===== config.mk =====
export PLATFORM = sky130hd
export DESIGN_NAME = sync_fifo
export DESIGN_NICKNAME = d
export VERILOG_FILES = /design/src/rtl/sync_fifo_pkg.sv /design/src/rtl/sync_fifo_ram.sv /design/src/rtl/sync_fifo.sv
export SDC_FILE = /design/constraint.sdc
export NUM_CORES = 2
export LEC_CHECK = 0
export CORE_ASPECT_RATIO = 0.8
export CORE_MARGIN = 1
export CORE_UTILIZATION = 55
export CTS_CLUSTER_SIZE = 24
export DETAILED_ROUTE_END_ITERATION = 10
export GPL_TIMING_DRIVEN = 0
export MAX_ROUTING_LAYER = met4
export PLACE_DENSITY_LB_ADDON = 0.05
export SLEW_MARGIN = 5
export SYNTH_ARGS = -nofsm -noshare
export SYNTH_HDL_FRONTEND = slang
export SYNTH_SLANG_ARGS = --single-unit

===== constraint.sdc =====
create_clock -name i_sys_clk -period 3.6 [get_ports i_sys_clk]
set_input_delay 0.36 -clock i_sys_clk [delete_from_list [all_inputs] [get_ports i_sys_clk]]
set_output_delay 0.36 -clock i_sys_clk [all_outputs]
set_load 0.02 [all_outputs]

===== src/rtl/sync_fifo_pkg.sv =====
// Shared constants and helpers for the synchronous FIFO.
// Default geometry plus a constant log2 used for pointer and count widths.
package sync_fifo_pkg;

    localparam int DEFAULT_DATA_WIDTH = 16;
    localparam int DEFAULT_DATA_DEPTH = 128;

    // Ceiling log2, usable in parameter and port-width expressions.
    function automatic int fifo_log2(input int value);
        int result;
        result = 0;
        for (int i = 0; i < 31; i++) begin
            if ((1 << i) < value) begin
                result = i + 1;
            end
        end
        return result;
    endfunction

endpackage


===== src/rtl/sync_fifo_ram.sv =====
// Simple dual-port storage for sync_fifo: one synchronous write port and one
// registered read port. No reset; contents are undefined until written.
module sync_fifo_ram #(
    parameter int DATA_WIDTH = 16,
    parameter int ADDR_WIDTH = 7
) (
    input  logic                  clk_sys,
    input  logic                  wr_en,
    input  logic [ADDR_WIDTH-1:0] wr_addr,
    input  logic [DATA_WIDTH-1:0] wr_data,
    input  logic                  rd_en,
    input  logic [ADDR_WIDTH-1:0] rd_addr,
    output logic [DATA_WIDTH-1:0] rd_data
);

    localparam int WORDS = 1 << ADDR_WIDTH;

    logic [DATA_WIDTH-1:0] mem [WORDS];

    always_ff @(posedge clk_sys) begin
        if (wr_en) begin
            mem[wr_addr] <= wr_data;
        end
    end

    always_ff @(posedge clk_sys) begin
        if (rd_en) begin
            rd_data <= mem[rd_addr];
        end
    end

endmodule


===== src/rtl/sync_fifo.sv =====
// Single-clock FIFO with registered read data and count-based full/empty.
// Optional macro SYNC_FIFO_COUNT_EN exposes the occupancy on o_count.
module sync_fifo
    import sync_fifo_pkg::*;
#(
    parameter int DATA_WIDTH = DEFAULT_DATA_WIDTH,
    parameter int DATA_DEPTH = DEFAULT_DATA_DEPTH
) (
    input  logic                  i_sys_clk,
    input  logic                  i_sys_rst,
    input  logic                  i_wren,
    input  logic [DATA_WIDTH-1:0] i_wdata,
    input  logic                  i_rden,
    output logic [DATA_WIDTH-1:0] o_rdata,
    output logic                  o_full,
    output logic                  o_empty
`ifdef SYNC_FIFO_COUNT_EN
    ,
    output logic [fifo_log2(DATA_DEPTH):0] o_count
`endif
);

    localparam int ADDR_W = fifo_log2(DATA_DEPTH);
    localparam int CNT_W  = ADDR_W + 1;

    logic [ADDR_W-1:0]     wr_ptr_q;
    logic [ADDR_W-1:0]     rd_ptr_q;
    logic [CNT_W-1:0]      count_q;
    logic                  rd_valid_q;
    logic [DATA_WIDTH-1:0] ram_rdata;
    logic                  full;
    logic                  empty;
    logic                  wr_ok;
    logic                  rd_ok;

    assign full  = (count_q == CNT_W'(DATA_DEPTH));
    assign empty = (count_q == '0);

    // Full/empty gating alone resolves the simultaneous cases: read wins when
    // full, write wins when empty (no fall-through).
    assign wr_ok = i_wren && !full;
    assign rd_ok = i_rden && !empty;

    always_ff @(posedge i_sys_clk) begin
        if (i_sys_rst) begin
            wr_ptr_q   <= '0;
            rd_ptr_q   <= '0;
            count_q    <= '0;
            rd_valid_q <= 1'b0;
        end else begin
            if (wr_ok) begin
                wr_ptr_q <= wr_ptr_q + ADDR_W'(1);
            end
            if (rd_ok) begin
                rd_ptr_q   <= rd_ptr_q + ADDR_W'(1);
                rd_valid_q <= 1'b1;
            end
            case ({wr_ok, rd_ok})
                2'b10:   count_q <= count_q + CNT_W'(1);
                2'b01:   count_q <= count_q - CNT_W'(1);
                default: count_q <= count_q;
            endcase
        end
    end

    sync_fifo_ram #(
        .DATA_WIDTH (DATA_WIDTH),
        .ADDR_WIDTH (ADDR_W)
    ) u_ram (
        .clk_sys (i_sys_clk),
        .wr_en   (wr_ok),
        .wr_addr (wr_ptr_q),
        .wr_data (i_wdata),
        .rd_en   (rd_ok),
        .rd_addr (rd_ptr_q),
        .rd_data (ram_rdata)
    );

    // The RAM output register has no reset; mask it until a read lands after reset.
    assign o_rdata = rd_valid_q ? ram_rdata : '0;
    assign o_full  = full;
    assign o_empty = empty;

`ifdef SYNC_FIFO_COUNT_EN
    assign o_count = count_q;
`endif

endmodule


* Word level (Yosys, flattened, before mapping)
Memory sizes are Yosys's and may differ from the RTL's. A register that Yosys moved wholly into a read port is not among the register bits. Index checks and enable logic that the tools add are counted.
Cells by class: equal/unequal tests 3, reductions and logical operators 6, add/subtract/negate cells 4, muxes and demuxes 4
Operator list (number):
- 16-bit 2-to-1 mux | 1
- 8-bit one-hot mux with 2 select lines | 1
- 7-bit by 1-bit adder with 7-bit output, second input constant | 2
- 8-bit by 1-bit adder with 8-bit output, second input constant | 1
- 8-bit == test, second input constant | 1
- 8-bit logical NOT | 1
- 8-bit by 1-bit subtractor with 8-bit output, second input constant | 1
- 2-bit by 1-bit == test with 1-bit output, second input constant | 1
- 2-bit == test, second input constant | 1
- 1-bit logical AND | 2
- 1-bit logical NOT | 2
- 1-bit 2-to-1 mux | 2
- 2-bit nonzero test | 1
Storage, ports and cells: bits in writable memories 2048, memories 1, register bits 23, word-level logic and storage cells 22, input bits 20, output and inout bits 18
Memories:
- u_ram.mem | depth 128, width 16, read ports 1, clocked after memory_dff 1, write ports 1, line sync_fifo_ram.sv:18 | logic [DATA_WIDTH-1:0] mem [WORDS];

* Logic depth before layout (Yosys ltp)
word-level depth 5, depth in mapped cells 11

* Modules after synthesis
Synthesis repeated with hierarchy kept, for this count alone.
Unflattened totals: cell total of the unflattened synthesis 3239, area, all modules 80021.7 µm²
By module, submodules not included:
- sync_fifo_ram | instances 1, cells an instance 3086, area an instance 78683.0 µm²
- sync_fifo | instances 1, cells an instance 153, area an instance 1338.8 µm²

* Worst setup path before layout
No wires, ideal clock.
kind flip-flop to flip-flop, from register count_q[3], to register count_q[6], setup time 82 ps, setup slack 200 ps, data arrival time 3317 ps, path buffers 1, stages on the path, launching flop included 11, data required time 3518 ps, cell sequence dfxtp_1 -> or4_1 -> o31a_1 -> clkbuf_1 -> ha_1 -> fa_1 -> a21o_1 -> a21oi_1 -> o21ai_0 -> a211o_1 -> o221ai_1
On the way: longest elaborated chain between the ends 5, elaborated cells between the ends (all ways) 12
RTL lines:
- from (decl) | line sync_fifo.sv:28 | logic [CNT_W-1:0] count_q;
- from (signal assigned) | line sync_fifo.sv:59 | 2'b10: count_q <= count_q + CNT_W'(1);
- from (signal assigned) | line sync_fifo.sv:60 | 2'b01: count_q <= count_q - CNT_W'(1);
- from (signal assigned) | line sync_fifo.sv:61 | default: count_q <= count_q;
- 8-bit logical NOT (*) | line sync_fifo.sv:37 | assign empty = (count_q == '0);
- 1-bit logical NOT (*) | line sync_fifo.sv:42 | assign rd_ok = i_rden && !empty;
- 1-bit logical AND (*) | line sync_fifo.sv:42
- net rd_ok | line sync_fifo.sv:34 | logic rd_ok;
- 2-bit by 1-bit == test with 1-bit output or 2-bit == test (tied branches) | line sync_fifo.sv:58 | case ({wr_ok, rd_ok})
- 8-bit one-hot mux with 2 select lines or 2-bit nonzero test (tied branches)
Mark *: on every way through the listed nets, which the timed path passes. The rest lies on a longest branch. A chain may end at the register's enable or synchronous reset.

==> impl_metrics.tcl <==
set metrics [dict create \
    status "finished, violations left" \
    syn_nets 3750 \
    cpLargestDelayFamily "buffers and inverters" \
    min_path_cells 1 \
    rr_worst_depth 9 \
    drt_first_pass_iters 6 \
    grt_overflow 0 \
    syn-cell-area_um2 80600 \
    via_count 45010 \
    fp.dieH_um 344 \
    synthAdderAreaFrac_pct 0.165 \
    cts_sinks 2087 \
    synth_edf_count 2064 \
    synth-simple-area-share_pct 2.03 \
    path_buf_inv 4 \
    yosysTopAreaCell "edfxtp_1" \
    critPathLaunch "rd_ptr_q[3]$_SDFFE_PP0P_" \
    die-area_um2 148000 \
    p_per_area_nw_per_um2 640 \
    drt-met1-wl_mm 108 \
    final_util_pct 64.2 \
    worstHoldStart "i_wdata[8]" \
    p_leak_nw 28.4 \
    grt_setup_unrepaired "yes" \
    drtIter0Drc 8995 \
    setup_slack_ns -0.324 \
    final_nets 4128 \
    ys_types 67 \
    wl_per_cell_um 47.5 \
    via_per_inst 7.31 \
    total_power_mw 59.7 \
    synth-seq-cells 2087 \
    rows 125 \
    crit_fanout 10 \
    r2r-end "u_ram.rd_data[1]$_DFFE_PP_" \
    synth_top_cell_area_share_pct 76.9 \
    fin_crit_ns 3.92 \
    synth_common_cells "edfxtp_1 (2064), mux4_2 (441), mux2i_1 (213)" \
    hold_viol_final 0 \
    place_ws_ns -1.74 \
    grt_pass1_wl_mm 382 \
    place_inst 5795 \
    max_freq_mhz 255 \
    synth_compound_area_share_pct 3.30 \
    cts-root-buf "clkbuf_16" \
    slowest_stage "and2_1" \
    hp-class "input port to flop" \
    drv_cap 0 \
    final_layout_size_suffix_gt1_share_pct 29.5 \
    timing.final.crit_share_pct 109 \
    syn_area_per_cell_um2 21.7 \
    cts_tree "built" \
    path_cells "buf_2 -> buf_2 -> and2_1 -> clkbuf_2 -> clkbuf_2 -> a221oi_1 -> o21ai_1 -> o21ai_1 -> a22oi_1" \
    ir_drop_v 0.000520 \
    synth_top_family_by_area "multiplexers" \
    core-area_um2 145000 \
    cp-end-kind "flop" \
    fin_skew_ns 0.0465 \
    clk_pin_slew_ns 0.06 \
    worstSetupStartpointType "flop" \
    start_util_pct 55.5 \
    violations "setup timing" \
    arrival_ns 4.60 \
    cts_buffers 195 \
    grt_pass1_vias 41928 \
    clockBufferDepth 3 \
    synthFlopType "edfxtp_1" \
    grtUsageTotal_pct 41.1 \
    die_x_um 430 \
    ant_nets 0 \
    areaGrowthSynthToFinish_pct 15.7 \
    synth_xor_xnor_area_share_pct 0.174 \
    gp_congestion 1.07 \
    tightestPinTransition_ns 1.25 \
    final_cells 6158 \
    routed.top_layer "met4" \
    slew_headroom_pct 16.4 \
    synth_top_cells_by_area "edfxtp_1 (77%), mux4_2 (12%), mux2i_1 (2.6%)" \
    synth_cells 3720 \
    yosysMostFrequentCell "edfxtp_1" \
    cts_max_level 4 \
    slowest_delay_ns 0.56 \
    criticalPathCategory "flop to flop" \
    required_ns 4.27 \
    timing.rr.start "rd_ptr_q[3]$_SDFFE_PP0P_" \
    wl_met3_mm 49.1 \
    drc 0 \
    drt_wl_total_mm 293 \
    finalSetupViolCount 40 \
    r2r_slack_ns -0.32 \
    grt_max_degree 97 \
    dp_hpwl_mm 197 \
    drv_slew 0 \
    n_fill_cell 9564 \
    portBuffers 36 \
    synthMuxAreaShare_pct 15.2 \
    wl_met2_mm 122 \
    clock_latency_ns 0.86 \
    antenna_found_initial 14 \
    postSynth.asyncResetShare_pct 0 \
    yosysWarnings 0 \
    io_pins 38 \
    ys_seq_area_share_pct 77.5 \
    min_to "u_ram.mem[42][8]$_DFFE_PP_" \
]
per-stage QoR:
step	TNS, ns	hold WS [ns]	instance area [um2]
floorplan	0	0.459	80600
CTS	-0.0162	0.0365	93000
detailed placement	-36.38	0.526	86200
global route	-0.0695	0.0817	93200
finish	-2.33	0.0558	93200
global placement	-4108.95	0.516	83300
worst max path at each step:
stage / end / slack [ns] / depth (start not counted)
2_1_floorplan: count_q[6]$_SDFFE_PP0P_ / 0.20 / 10
3_3_place_gp: u_ram.mem[0][2]$_DFFE_PP_ / -2.05 / 1
3_5_place_dp: u_ram.rd_data[1]$_DFFE_PP_ / -1.74 / 8
4_1_cts: u_ram.rd_data[1]$_DFFE_PP_ / -0.02 / 10
5_1_grt: u_ram.rd_data[2]$_DFFE_PP_ / -0.04 / 7
6_report: u_ram.rd_data[1]$_DFFE_PP_ / -0.32 / 9
layout by cell type, fill, tap and decap left out, types with 10 or more instances in the layout:
cell type,n
o221ai_1,47
xor2_1,10
nand2_1,43
nor3_1,12
nor2_4,26
clkbuf_1,91
mux2i_1,181
buf_16,37
dfxtp_1,23
nor2_1,64
mux2i_4,13
nor2b_1,14
clkbuf_16,203
clkbuf_4,11
a22o_1,20
a211oi_1,11
buf_4,76
edfxtp_1,2064
and2_1,20
nand3_1,13
o21ai_0,16
clkdlybuf4s50_1,20
clkbuf_2,17
bufinv_16,14
buf_6,56
clkinv_1,36
buf_2,20
o22ai_1,47
a211o_1,10
mux2_2,20
a22oi_1,83
mux2i_2,19
nor2_2,111
clkinv_2,29
mux4_2,441
a21oi_1,38
buf_8,101
o211ai_1,19
area by class of cell:
type	instances	area (um2)	area share (%)
Sequential cell	2087	62400	67.0
Multi-Input combinational cell	1416	17700	19.0
Clock inverter	83	738	0.792
Buffer	209	1660	1.78
Inverter	8	30.0	0.0322
Tap cell	1905	2380	2.56
Antenna cell	7	17.5	0.0188
Clock buffer	262	5320	5.71
Timing Repair Buffer	181	2920	3.13
cells by family after synthesis:
family	Yosys count
flip-flops	2087
AO/OA/AOI/OAI	358
adder cells (fa/ha/maj)	10
AND/OR/NAND/NOR	358
buffers and inverters	217
multiplexers	674
XOR/XNOR	16
sequential cells by signal, indices dropped and copies added (netlist names):
signal,cells
rd_valid_q,1
u_ram.mem,2048
rd_ptr_q,7
u_ram.rd_data,16
count_q,8
wr_ptr_q,7
report_power, final:
group	total [mW]	switching [mW]	leakage (nW)	internal (mW)
registers	27.1	0.116	18.7	27.0
logic	12.4	8.25	6.72	4.15
clock network	20.2	8.90	2.96	11.3
routing by layer:
layer	up-vias	track usage, %
met5	-	-
met4	0	17.6
met3	593	16.4
met2	4067	54.4
met1	23906	56.6
li1	16444	-
what timing repair did:
item	CTS	global route
endpoints found under the hold margin	169	0
endpoints found under the setup margin	42	255
buffers inserted	6	0
hold buffers	5	0
gates resized for setup	192	48
pin swaps	3	2
(Power assumes the default switching activity.)
